## config.mk

```make
export PLATFORM = sky130hd
export DESIGN_NAME = turn_req_cond
export DESIGN_NICKNAME = d
export VERILOG_FILES = /design/src/rtl/turn_req_cond.sv
export SDC_FILE = /design/constraint.sdc
export NUM_CORES = 1
export LEC_CHECK = 0
export BUFFER_PORTS_ARGS = -buffer_cell sky130_fd_sc_hd__buf_4
export CORE_MARGIN = 5
export CORE_UTILIZATION = 49
export CTS_BUF_LIST = sky130_fd_sc_hd__clkbuf_4 sky130_fd_sc_hd__clkbuf_8 sky130_fd_sc_hd__clkbuf_16
export CTS_CLUSTER_DIAMETER = 150
export CTS_CLUSTER_SIZE = 40
export DETAILED_ROUTE_END_ITERATION = 8
export PLACE_DENSITY_LB_ADDON = 0.12
export SYNTH_ARGS = -nofsm -noshare
export SYNTH_HDL_FRONTEND = slang
export SYNTH_SLANG_ARGS = --single-unit
```

## constraint.sdc

```tcl
create_clock -name clk -period 1.5 [get_ports clk]
set_clock_uncertainty 0.05 [all_clocks]
set_input_delay 0.15 -clock clk [delete_from_list [all_inputs] [get_ports clk]]
set_output_delay 0.15 -clock clk [all_outputs]
set_load 0.01 [all_outputs]
```

## src/rtl/turn_req_cond.sv

```systemverilog
// Turn-stalk conditioner: synchronise and debounce both stalk switches, then hold a direction
// request until the sequencer acknowledges it. Define TURN_TIMEOUT_EN for sweep-count auto-cancel.
module turn_req_cond #(
    parameter int SYNC_STAGES = 2,
    parameter int DEB_CYCLES  = 16,
    parameter int CNT_W       = 5,
    parameter int MAX_SEQ     = 8
) (
    input  logic       clk,
    input  logic       reset,
    input  logic       sw_left,
    input  logic       sw_right,
    input  logic [5:0] lights,
    output logic [1:0] direction,
    output logic       conflict,
    output logic       timeout
);

    if (SYNC_STAGES < 2 || DEB_CYCLES < 1 || (2 ** CNT_W) <= DEB_CYCLES || MAX_SEQ < 1) begin : gBadParams
        $error("turn_req_cond: illegal parameter combination");
    end

`ifdef TURN_TIMEOUT_EN
    typedef enum logic [2:0] {IDLE, RIGHT, LEFT, CONFLICT, HOLDOFF} state_e;
    localparam int SEQ_W = $clog2(MAX_SEQ + 1);
`else
    typedef enum logic [1:0] {IDLE, RIGHT, LEFT, CONFLICT} state_e;
`endif

    // Channel 0 is the right switch, channel 1 the left switch.
    logic [1:0]                  rawSw;
    logic [1:0][SYNC_STAGES-1:0] sync_q;
    logic [1:0]                  deb_q;
    logic [1:0][CNT_W-1:0]       cnt_q;

    state_e     state_q, state_d;
    logic       ack_q;
    logic       ackSeen;
    logic       ownHeld;
    logic [1:0] direction_q;
    logic       conflict_q;

    assign rawSw   = {sw_left, sw_right};
    assign ackSeen = ack_q | (lights != 6'd0);

    // The debounced value flips on the cycle the mismatch run would reach DEB_CYCLES.
    always_ff @(posedge clk or negedge reset) begin
        if (!reset) begin
            sync_q <= '0;
            deb_q  <= '0;
            cnt_q  <= '0;
        end else begin
            for (int ch = 0; ch < 2; ch++) begin
                sync_q[ch] <= {sync_q[ch][SYNC_STAGES-2:0], rawSw[ch]};
                if (sync_q[ch][SYNC_STAGES-1] == deb_q[ch]) begin
                    cnt_q[ch] <= '0;
                end else if (cnt_q[ch] == CNT_W'(DEB_CYCLES - 1)) begin
                    deb_q[ch] <= sync_q[ch][SYNC_STAGES-1];
                    cnt_q[ch] <= '0;
                end else begin
                    cnt_q[ch] <= cnt_q[ch] + CNT_W'(1);
                end
            end
        end
    end

`ifdef TURN_TIMEOUT_EN
    logic [SEQ_W-1:0] seqCnt_q;
    logic [SEQ_W-1:0] seqNext;
    logic             lightsNz_q;
    logic             sweepDone;
    logic             timeout_q;

    assign sweepDone = lightsNz_q && (lights == 6'd0);
    assign seqNext   = seqCnt_q + SEQ_W'(sweepDone);
    assign timeout   = timeout_q;
`else
    assign timeout = 1'b0;
`endif

    always_comb begin
        state_d = state_q;
        ownHeld = 1'b0;
        case (state_q)
            IDLE: begin
                if (deb_q[0] && deb_q[1]) begin
                    state_d = CONFLICT;
                end else if (deb_q[0]) begin
                    state_d = RIGHT;
                end else if (deb_q[1]) begin
                    state_d = LEFT;
                end
            end
            RIGHT, LEFT: begin
                ownHeld = (state_q == RIGHT) ? deb_q[0] : deb_q[1];
                if (!ownHeld && ackSeen) begin
                    state_d = IDLE;
`ifdef TURN_TIMEOUT_EN
                end else if (ownHeld && seqNext >= SEQ_W'(MAX_SEQ)) begin
                    state_d = HOLDOFF;
`endif
                end
            end
            CONFLICT: begin
                if (deb_q == 2'b00) begin
                    state_d = IDLE;
                end
            end
`ifdef TURN_TIMEOUT_EN
            HOLDOFF: begin
                if (deb_q == 2'b00) begin
                    state_d = IDLE;
                end
            end
`endif
            default: state_d = IDLE;
        endcase
    end

    // Outputs are registered from the next state so they change together with the state.
    always_ff @(posedge clk or negedge reset) begin
        if (!reset) begin
            state_q     <= IDLE;
            ack_q       <= 1'b0;
            direction_q <= 2'b00;
            conflict_q  <= 1'b0;
`ifdef TURN_TIMEOUT_EN
            seqCnt_q    <= '0;
            lightsNz_q  <= 1'b0;
            timeout_q   <= 1'b0;
`endif
        end else begin
            state_q     <= state_d;
            ack_q       <= (state_q == IDLE) ? 1'b0 : ackSeen;
            direction_q <= (state_d == RIGHT) ? 2'b01 : (state_d == LEFT) ? 2'b10 : 2'b00;
            conflict_q  <= (state_d == CONFLICT);
`ifdef TURN_TIMEOUT_EN
            lightsNz_q  <= (lights != 6'd0);
            seqCnt_q    <= (state_q == RIGHT || state_q == LEFT) ? seqNext : '0;
            timeout_q   <= (state_d == HOLDOFF);
`endif
        end
    end

    assign direction = direction_q;
    assign conflict  = conflict_q;

endmodule

```

Yosys cells after proc, flatten, opt, wreduce, memory -nomap -nowiden
Index checks and enable logic that the tools add are counted.

word-level totals
  flip-flop bits (word level) = 22
  bits of input ports = 10
  output and inout bits = 4
  word-level logic and storage cells = 48

operators by class
  add/sub/neg operators = 2
  equality and inequality tests = 10
  muxes and demuxes = 14
  bitwise logic cells = 3
  reductions and logical operators = 9

operators by type and width
  kind                                           count
  2-to-1 mux 5 bit                               4
  2-to-1 mux 2 bit                               7
  adder 5 x 1 -> 5 bit, second input constant    2
  == test 5 x 4 -> 1 bit, second input constant  2
  == test 2 bit, second input constant           4
  one-hot mux 2 bit (3 select lines)             1
  nonzero test 6 bit                             1
  == test 2 x 1 -> 1 bit, second input constant  2
  zero test 2 bit                                2
  AND reduction 2 bit                            2
  == test 1 bit                                  2
  logical AND 1 bit                              2
  2-to-1 mux 1 bit                               2
  inverter 1 bit                                 2
  OR reduction 2 bit                             1
  zero test 1 bit                                1
  bitwise OR 1 bit                               1

Logic depth before layout (Yosys ltp)
Gate-level depths: netlist (run 1).

  depth after elaboration = 9
  mapped depth = 6
  depth with buffers taken out = 6

Least setup slack after synthesis (run 1)
No wires, ideal clock.

  path kind = register to register
  start = reg state_q[0]
  end = reg conflict_q (netlist: conflict)
  setup time = 0.128 ns
  arrival = 1.298 ns
  required time = 1.322 ns
  setup slack = 0.023 ns
  stages on the path, launching flop included = 7
  clock period less this slack = 1.477 ns
  path through = dfrtp_1 > inv_1 > ha_1 > nor2b_1 > nor3b_1 > a31oi_1 > o21ai_1

between the ends
  word-level cells in the longest chain between the ends = 7
  elaborated cells on any way between the ends = 15
  those cells by class = 4 x eq/ne; 7 x mux; 4 x reduce/logical

ends and longest elaborated chain
  item                                    RTL line  text
  from (decl)                             36        state_e state_q, state_d;
  from (signal assigned)                  133       state_q <= state_d;
  == test 2 x 1 -> 1 bit                  --
  2-to-1 mux 1 bit                        95        ownHeld = (state_q == RIGHT) ? deb_q[0] : deb_q[1];
  zero test 1 bit                         96        if (!ownHeld && ackSeen) begin
  logical AND 1 bit                       96
  2-to-1 mux 2 bit                        96
  one-hot mux 2 bit (3 select lines) (*)  84        case (state_q)
  == test 2 bit (*)                       136       conflict_q <= (state_d == CONFLICT);
  to (signal assigned)                    136
  to (decl)                               41        logic conflict_q;

Every way passes the cells marked *; elsewhere a longest branch is shown, timed or not.
A chain may end at the register's enable or synchronous reset.

Worst setup path after layout (run 1)
  start = reg ack_q
  end = reg direction_q[0] (netlist: direction[0])

between the ends
  word-level cells in the longest chain between the ends = 6

ends and longest elaborated chain
  item                                RTL line  text
  from (decl)                         37        logic ack_q;
  from (signal assigned)              134       ack_q <= (state_q == IDLE) ? 1'b0 : ackSeen;
  bitwise OR 1 bit                    44        assign ackSeen = ack_q | (lights != 6'd0);
  logical AND 1 bit                   96
  2-to-1 mux 2 bit                    96
  one-hot mux 2 bit (3 select lines)  84
  == test 2 x 1 -> 1 bit              135       direction_q <= (state_d == RIGHT) ? 2'b01 : (state_d == LEFT) ? 2'b10 : 2'b00;
  2-to-1 mux 2 bit                    135
  to (signal assigned)                135
  to (decl)                           40        logic [1:0] direction_q;

No other way between the ends.

==> impl_metrics.yaml, run 1 <==
sta:
  rsz0062_at_grt: "yes"
  hold_viol_final: 0
  fmax_mhz: 675.4
  holdWs_ns: 0.2045
  slew_viol_final: 0
  setup_viol: 0
  period_share: 0.9870
  finalWorstSetupSlack_ns: 0.01945
  setup_tns_ns: 0
  period_needed_ns: 1.481
logic_synthesis:
  yosysWarningCount: 0
  ys.flop_type: "dfrtp_1"
  synth_cell_type_count: 27
  syn_nets: 102
  syn_area_um2: 998.5
  ys_seq_elements: 22
  synth_most_common_cell: "dfrtp_1"
  postSynthCellCount: 86
  netlist_top_cells_area: "dfrtp_1 55%, ha_1 7.5%, xor2_1 5.3%, nor2_1 3.8%, o21ai_0 3.5%"
  avgSynthCellArea_um2: 11.61
  synth-compound-area-share: 0.1053
  yosysTopAreaCell: "dfrtp_1"
  synth_edf_count: 0
  synth_common_cells: "22 x dfrtp_1, 10 x nor2_1, 7 x o21ai_0"
  synth_top_family_by_area: "simple AND/OR/NAND/NOR gates"
  synthAdderAreaFrac: 0.07519
  synth_mux_area_frac: 0.03258
  yosys.area_share.xor_xnor: 0.05263
  synth_seq_area_share: 0.5514
  synthSimpleGateAreaFrac: 0.1491
  yosysTopAreaCellShare: 0.5514
  synthArstFlopShare: 1.000
global_routing:
  grt_pass1_wl_mm: 2.911
  antenna_found_initial: 0
  grt_usage: 0.1380
  grt_pass1_vias: 683
  grt_overflow: 0
  grt_max_degree: 23
cells_and_area:
  nFillCells: 168
  area_delta_synth_final_pct: 29.07
  antenna_cells: 0
  fin_cells: 139
  drive_above_1_share: 0.3571
  final_nets: 129
die:
  dieArea_um2: 3040
  initial_core_util: 0.5089
  die_w_um: 55.14
  die_h_um: 55.14
  ios: 14
  fp-row-count: 16
  core_um2: 1962
job:
  drv_cap: 0
detailed_routing:
  wl_met2_um: 916
  route.detailed.drc: 0
  m1WireLength_um: 777
  first_pass_iters: 4
  wirelength_mm: 1.816
  routed.top_layer: "met4"
  detail_route.iter0.violations: 7
  routedWlPerCell_um: 13.06
  vias: 713
  wl_met3_um: 89
  ant_nets: 0
  vias_per_cell: 5.129
cts:
  clk_latency_ns: 0.30
  clockBufferDepth: 2
  clk_pin_slew_ns: 0.12
  root_buffer: "clkbuf_4"
  htree_levels: 1
  tritoncts: "done"
  numCtsBuffers: 3
  cts_sinks: 22
pwr:
  combinationalPowerShare: 0.097
  p_leak_nw: 0.6416
  p_sw_uw: 236.5
  peakVddDrop_uv: 555.5
  power.density_nw_per_um2: 816.2
  power.internal_uw: 815.3
  power_mw: 1.052
  clkPwrFrac: 0.306
  seqPwrFrac: 0.597
  sw_frac_of_total: 0.2249
worst_hold_path:
  min_path_type: "primary input to asynchronous set/reset pin"
setup_path:
  criticalPathCategory: "register to register"
  critPathMaxStageDelay_ns: 0.42
  startpoint_type: "register"
  path_max_fanout: 5
  crit_arrival_ns: 1.64
  slowest_stage: "or4_4"
  r2r_slack_ns: 0.02
  critical-path-top-delay-family: "simple AND/OR/NAND/NOR gates"
  path_buf_inv: 0
  crit_chain: "or4_4 > nor4_4 > o21ai_4 > o41ai_2"
  endpoint_kind: "register"
  cp.required_ns: 1.66
place:
  portBuffers: 12
  routabilityCongestion: 0.7910
  dp_worst_setup_slack_ns: -0.01544
  place_hpwl_mm: 1.209
  place_inst: 128
run_status:
  outcome: "completed"
==> sequential cells by signal, indices dropped and copies added, names as in the netlist <==
name,count
conflict,1
sync_q,4
direction,2
state_q,2
cnt_q,10
deb_q,2
ack_q,1
==> cell usage in the layout (no fill, tap or decap), drive strengths merged, types with 3 or more instances in the layout <==
master       synthesis  final
ha                   6      6
dfrtp               22     22
nor2                10     10
o21ai                9      9
clkbuf               2      4
xor2                 6      6
inv                  4      4
dlygate4sd3          0      3
nand3                4      4
and2                 3      3
buf                  1     22
==> path summary, 6_finish.rpt <==
| path | endpoint | start | cells after the start |
|---|---|---|---|
| worst max-delay path | direction[0]$_DFF_PN0_ | ack_q$_DFF_PN0_ | 4 |
| worst min-delay path | direction[1]$_DFF_PN0_ | reset | 2 |
| worst max register to register | direction[0]$_DFF_PN0_ | ack_q$_DFF_PN0_ | 4 |
| worst min register to register | sync_q[3]$_DFF_PN0_ | sync_q[2]$_DFF_PN0_ | 0 |
| max in group asynchronous | cnt_q[0]$_DFF_PN0_ | reset | 2 |
| min in group clk | state_q[1]$_DFF_PN0_ | lights[3] | 4 |
==> metal layers <==
metal / global-route usage / up-vias
met2: 0.2382 / 23
met4: 0.06073 / 0
met1: 0.1624 / 342
met3: 0.03217 / 6
met5: 0 / -
li1: - / 342
==> logic make-up after synthesis <==
kind of cell	after synthesis
buf+inv	7
mux	3
other cells	1
flops	22
xor+xnor	6
simple gates	26
compound gates	15
fa+ha+maj	6
==> power groups by stage <==
stage	registers (mW)	logic, mW	clock network, mW
6_report	0.628	0.102	0.321
3_3_place_gp	0.639	0.0876	0
3_5_place_dp	0.641	0.0897	0
5_1_grt	0.632	0.116	0.365
2_1_floorplan	0.639	0.0423	0
4_1_cts	0.628	0.0995	0.338
==> timing repair <==
item / CTS / global route
hold buffers: 3 / 0
endpoints found under the setup margin: 4 / 5
endpoints found under the hold margin: 24 / 0
buffers inserted: 3 / 1
resized for setup: 1 / 12
pin swaps: 0 / 4
==> through the flow <==
| stage | utilization | instance area, um^2 |
|---|---|---|
| 6_report | 0.6569 | 1289 |
| 5_1_grt | 0.6569 | 1289 |
| 4_1_cts | 0.6365 | 1249 |
| 3_5_place_dp | 0.5874 | 1152 |
| 3_3_place_gp | 0.5874 | 1152 |
| 2_1_floorplan | - | 998.5 |
==> final cells by class <==
class / count / area, um^2 / area share
Sequential cell: 22 / 550.5 / 0.4272
Inverter: 4 / 15.01 / 0.01165
Tap cell: 27 / 33.78 / 0.02621
Clock buffer: 4 / 36.28 / 0.02816
Multi-Input combinational cell: 57 / 454.2 / 0.3524
Timing Repair Buffer: 25 / 198.9 / 0.1544
(Power assumes the default switching activity.)
==> inputs of run 2 (changes only) <==
--- a/config.mk
+++ b/config.mk
@@ -5,9 +5,10 @@
 export SDC_FILE = /design/constraint.sdc
 export NUM_CORES = 1
 export LEC_CHECK = 0
+export ABC_AREA = 1
 export BUFFER_PORTS_ARGS = -buffer_cell sky130_fd_sc_hd__buf_4
 export CORE_MARGIN = 5
-export CORE_UTILIZATION = 49
+export CORE_UTILIZATION = 48
 export CTS_BUF_LIST = sky130_fd_sc_hd__clkbuf_4 sky130_fd_sc_hd__clkbuf_8 sky130_fd_sc_hd__clkbuf_16
 export CTS_CLUSTER_DIAMETER = 150
 export CTS_CLUSTER_SIZE = 40
==> impl_metrics.yaml, run 2 <==
logic_synthesis:
  synth-compound-area-share: 0.06797
  yosysTopAreaCell: "dfrtp_1"
  synth_most_common_cell: "dfrtp_1"
  synth_mux_area_frac: 0
  synth_top_family_by_area: "simple AND/OR/NAND/NOR gates"
  synthArstFlopShare: 1.000
  syn_nets: 117
  yosys.area_share.xor_xnor: 0.03660
  synth_common_cells: "22 x dfrtp_1, 17 x nor2_1, 14 x nand2_1"
  netlist_top_cells_area: "dfrtp_1 58%, ha_1 7.8%, nor2_1 6.7%, nand2_1 5.5%, inv_1 5.1%"
  syn_area_um2: 957.2
  ys_seq_elements: 22
  postSynthCellCount: 101
  synthAdderAreaFrac: 0.07843
  synth_cell_type_count: 17
  yosysTopAreaCellShare: 0.5752
  ys.flop_type: "dfrtp_1"
  avgSynthCellArea_um2: 9.477
  synth_edf_count: 0
  synthSimpleGateAreaFrac: 0.1752
  synth_seq_area_share: 0.5752
  yosysWarningCount: 0
cts:
  tritoncts: "done"
  root_buffer: "clkbuf_4"
  numCtsBuffers: 3
  htree_levels: 1
  clk_pin_slew_ns: 0.12
  clockBufferDepth: 2
  clk_latency_ns: 0.31
  cts_sinks: 22
detailed_routing:
  first_pass_iters: 4
  routedWlPerCell_um: 11.46
  detail_route.iter0.violations: 9
  vias_per_cell: 4.639
  ant_nets: 0
  route.detailed.drc: 0
  wirelength_mm: 1.684
  vias: 682
cells_and_area:
  final_common_cell: "dfrtp_1"
  final_cell_mix: "21 x dfrtp_1, 16 x nor2_1, 13 x buf_4"
  design_area_um2: 1197
  largest_reg_flops: 10
  reg_top3: "cnt_q (10), sync_q (4)"
  fin_util: 0.6230
  drive_above_1_share: 0.2583
  antenna_cells: 0
  top_register: "cnt_q"
  final_nets: 137
  area_delta_synth_final_pct: 25.10
setup_path:
  endpoint_kind: "register"
  critPathMaxStageDelay_ns: 0.42
  startpoint_type: "register"
  r2r-start: "state_q[1]$_DFF_PN0_"
  path_buf_inv: 1
  cp.required_ns: 1.66
  critical-path-top-delay-family: "flip-flops"
  ff2ff_path_depth: 9
  r2r_slack_ns: 0.08
  path_max_fanout: 4
  crit_arrival_ns: 1.58
  crit_chain: "inv_2 > ha_4 > nand2_2 > o21ai_1 > o21ai_1 > nand2_1 > nand2_2 > a21oi_1 > nor2_2"
  slowest_stage: "dfrtp_1"
  crit_start: "state_q[1]$_DFF_PN0_"
  reg2reg_to: "direction[0]$_DFF_PN0_"
  criticalPathCategory: "register to register"
job:
  drv_cap: 0
sta:
  setup_tns_ns: 0
  hold_viol_final: 0
  holdWs_ns: 0.1188
  slew_viol_final: 0
  rsz0062_at_grt: "yes"
  fmax_mhz: 703.7
  setup_viol: 0
  period_needed_ns: 1.421
  period_share: 0.9473
global_routing:
  grt_max_degree: 23
  grt_overflow: 0
  grt_usage: 0.1327
  grt_pass1_wl_mm: 2.739
  antenna_found_initial: 0
  grt_pass1_vias: 658
run_status:
  outcome: "completed"
worst_hold_path:
  hold_end: "ack_q$_DFF_PN0_"
  min_path_type: "primary input to register"
  min_from: "lights[0]"
  min_path_cells: 5
pwr:
  peakVddDrop_uv: 746.0
  power.density_nw_per_um2: 1000
  p_leak_nw: 0.6060
  power_mw: 1.198
die:
  core_um2: 1922
  initial_core_util: 0.4980
  fp-row-count: 16
  dieArea_um2: 2987
  ios: 14
  die_h_um: 54.66
  die_w_um: 54.66
place:
  routabilityCongestion: 0.7509
  place_hpwl_mm: 1.135
  portBuffers: 12
  place_area_um2: 1074
==> run 2: changes by cell type in the layout (fill, tap and decap cells not counted), moves of 3 or more <==
cell | previous run | this run
inv_1 | 3 | 12
buf_4 | 21 | 13
nand2_1 | 2 | 10
nor2_1 | 10 | 16
nand2_2 | 0 | 7
a21oi_1 | 1 | 6
and2_1 | 3 | 0
xor2_1 | 6 | 2
==> run 2: cell families (layout without fill, tap and decap cells) <==
group | after synthesis | count (layout)
AO/OA/AOI/OAI | 13 | 13
XOR/XNOR | 4 | 4
adder cells (fa/ha/maj) | 6 | 6
buffers and inverters | 15 | 34
flip-flops | 22 | 22
other | 1 | 1
AND/OR/NAND/NOR | 40 | 40
==> run 2: final cells by class <==
cell class | instances | area [um^2]
Clock inverter | 1 | 30.03
Fill cell | 175 | 724.4
Multi-Input combinational cell | 64 | 379.1
Inverter | 14 | 52.55
Tap cell | 27 | 33.78
Sequential cell | 22 | 551.8
Clock buffer | 3 | 22.52
Timing Repair Buffer | 16 | 127.6
==> run 2: where the power goes <==
group	internal (mW)	switching, mW
clock network	0.270	0.183
logic	0.0512	0.0585
registers	0.619	0.0162
==> run 2: worst min-delay path, cell delays in order <==
cell	delay (ns)
buf_4	0.08
nor2_1	0.03
nand2_1	0.07
nor2_1	0.04
nor2_1	0.07
==> run 2: repair_timing <==
item | 4_1_cts | 5_1_grt
setup endpoints to repair | 0 | 4
setup buffers | 0 | 1
hold buffers | 3 | 0
gates resized for setup | 0 | 11
hold endpoints to repair | 24 | 0
==> run 2: worst max-delay path by stage <==
stage | slack (ns) | end | cells after the start
2_1_floorplan | 0.21 | conflict$_DFF_PN0_ | 11
3_5_place_dp | 0.10 | conflict$_DFF_PN0_ | 11
3_3_place_gp | 0.15 | conflict$_DFF_PN0_ | 11
5_1_grt | -0.02 | direction[1]$_DFF_PN0_ | 10
6_report | 0.08 | direction[0]$_DFF_PN0_ | 9
4_1_cts | 0.05 | conflict$_DFF_PN0_ | 11
==> run 2: layer usage <==
| layer | routed length (um) | vias up | part of all wire | global-route usage |
|---|---|---|---|---|
| met3 | 74 | 4 | 0.044 | 0.03815 |
| met5 | 0 | - | 0 | 0 |
| met1 | 757 | 313 | 0.45 | 0.1542 |
| li1 | - | 349 | - | - |
| met2 | 830 | 16 | 0.49 | 0.2185 |
| met4 | 21 | 0 | 0.012 | 0.07054 |
==> run 2: stage by stage <==
stage | cells | worst slack, ns
floorplan | 101 | 0.2051
global placement | 139 | 0.1525
detailed placement | 139 | 0.1020
CTS | 146 | 0.04546
global route | 147 | -0.01939
finish | 147 | 0.07901
==> inputs of run 3 (changes only) <==
--- a/config.mk
+++ b/config.mk
@@ -14,6 +14,7 @@
 export CTS_CLUSTER_SIZE = 40
 export DETAILED_ROUTE_END_ITERATION = 8
 export PLACE_DENSITY_LB_ADDON = 0.12
+export REMOVE_ABC_BUFFERS = 1
 export SYNTH_ARGS = -nofsm -noshare
 export SYNTH_HDL_FRONTEND = slang
 export SYNTH_SLANG_ARGS = --single-unit
==> impl_metrics.yaml, run 3 (synthesis results as in run 2) <==
global_routing:
  grt.busiest_layer: "met2"
  grt_overflow: 0
  met3_usage: 0.03270
  antenna_found_initial: 0
  grt_pass1_vias: 674
  grtUsageMet1: 0.1377
  grt_max_degree: 23
  grt_usage: 0.1232
  grt_pass1_wl_mm: 2.615
  use_met2: 0.2244
worst_hold_path:
  min_path_type: "primary input to register"
  hold_end: "ack_q$_DFF_PN0_"
  min_path_cells: 5
  min_from: "lights[4]"
setup_path:
  slowest_stage: "dfrtp_1"
  startpoint_type: "register"
  critical-path-top-delay-family: "flip-flops"
  endpoint_kind: "register"
  crit_chain: "inv_2 > buf_4 > ha_1 > nand2_1 > nand2_2 > nand2_1 > nand2_2 > nand2_1 > inv_1"
  crit_arrival_ns: 1.57
  critPathMaxStageDelay_ns: 0.41
  cp_common_cell: "nand2_1"
  r2r_slack_ns: 0.08
  cp.depth: 9
  path_buf_inv: 3
  criticalPathCategory: "register to register"
  r2r-start: "state_q[1]$_DFF_PN0_"
  cp.required_ns: 1.65
  reg2reg_to: "conflict$_DFF_PN0_"
  ff2ff_path_depth: 9
  path_max_fanout: 4
pwr:
  power.internal_uw: 940.0
  seqPwrFrac: 0.540
  combinationalPowerShare: 0.090
  p_sw_uw: 235.2
  power_mw: 1.175
  p_leak_nw: 0.6138
  clkPwrFrac: 0.370
  sw_frac_of_total: 0.2001
  power.density_nw_per_um2: 994.9
  peakVddDrop_uv: 870.7
run_status:
  outcome: "completed"
sta:
  period_share: 0.9459
  hold_viol_final: 0
  fmax_mhz: 704.8
  period_needed_ns: 1.419
  slew_viol_final: 0
  setup_viol: 0
cells_and_area:
  top_register: "cnt_q"
  design_area_um2: 1181
  largest_reg_flops: 10
  fin_cells: 149
  final_common_cell: "dfrtp_1"
  final_nets: 139
  antenna_cells: 0
  final_cell_mix: "22 x dfrtp_1, 17 x nor2_1, 15 x buf_4"
  area_delta_synth_final_pct: 23.40
  reg_top3: "cnt_q (10), sync_q (4)"
  drive_above_1_share: 0.2049
place:
  place_area_um2: 1074
  portBuffers: 12
  place_inst: 139
  place_hpwl_mm: 1.126
  routabilityCongestion: 0.6921
die:
  fp-row-count: 16
  die_h_um: 54.66
  initial_core_util: 0.4980
  ios: 14
  dieArea_um2: 2987
  core_um2: 1922
  die_w_um: 54.66
detailed_routing:
  vias_per_cell: 4.403
  ant_nets: 0
  route.detailed.drc: 0
  detail_route.iter0.violations: 7
  first_pass_iters: 2
  wirelength_mm: 1.575
  routedWlPerCell_um: 10.57
  vias: 656
cts:
  htree_levels: 1
  root_buffer: "clkbuf_4"
  numCtsBuffers: 3
  clockBufferDepth: 2
  clk_pin_slew_ns: 0.11
  tritoncts: "done"
  clk_latency_ns: 0.29
  cts_sinks: 22
job:
  drv_cap: 0
-- run 3: power groups by stage --
stage	Sequential, mW	Combinational [mW]	Clock (mW)
finish	0.634	0.105	0.435
global route	0.638	0.122	0.483
CTS	0.634	0.100	0.450
detailed placement	0.646	0.0937	0
global placement	0.645	0.0920	0
floorplan	0.644	0.0501	0
-- run 3: metrics by stage --
step             util  hold slack [ns]   TNS, ns  worst slack [ns]
2_1_floorplan       -          -0.1956         0            0.2051
3_5_place_dp   0.5586        -0.001315         0           0.07859
3_3_place_gp   0.5586        0.0007104         0            0.1449
6_report       0.6146           0.1245         0           0.08115
4_1_cts        0.6016           0.1210         0           0.04899
5_1_grt        0.6146           0.1563  -0.01469          -0.01469
-- run 3: worst max path at each step --
stage / startpoint / to
floorplan: state_q[1]$_DFF_PN0_ / conflict$_DFF_PN0_
global placement: state_q[1]$_DFF_PN0_ / conflict$_DFF_PN0_
detailed placement: state_q[1]$_DFF_PN0_ / conflict$_DFF_PN0_
CTS: state_q[1]$_DFF_PN0_ / conflict$_DFF_PN0_
global route: state_q[1]$_DFF_PN0_ / conflict$_DFF_PN0_
finish: state_q[1]$_DFF_PN0_ / conflict$_DFF_PN0_
-- run 3: tightest hold or removal path: cells and delay by family --
family                 cells  cell delay, ns
and+or+nand+nor            4            0.22
buffers and inverters      1            0.08
-- run 3: what timing repair did --
action	in CTS	in global routing
endpoints found under the hold margin	24	0
setup endpoints to repair	0	3
setup buffers	0	3
resized for setup	0	2
hold buffers	3	0
-- run 3: area by class of cell --
type	count	area (um^2)
Fill cell	175	740.7
Sequential cell	22	550.5
Multi-Input combinational cell	64	349.1
Timing Repair Buffer	18	142.6
Inverter	14	52.55
Tap cell	27	33.78
Clock inverter	1	30.03
Clock buffer	3	22.52
-- run 3: routing by layer --
layer  share of wire  vias up
li1                -      352
met1            0.46      292
met2            0.49       10
met3           0.038        2
met4          0.0063        0
met5               0        -
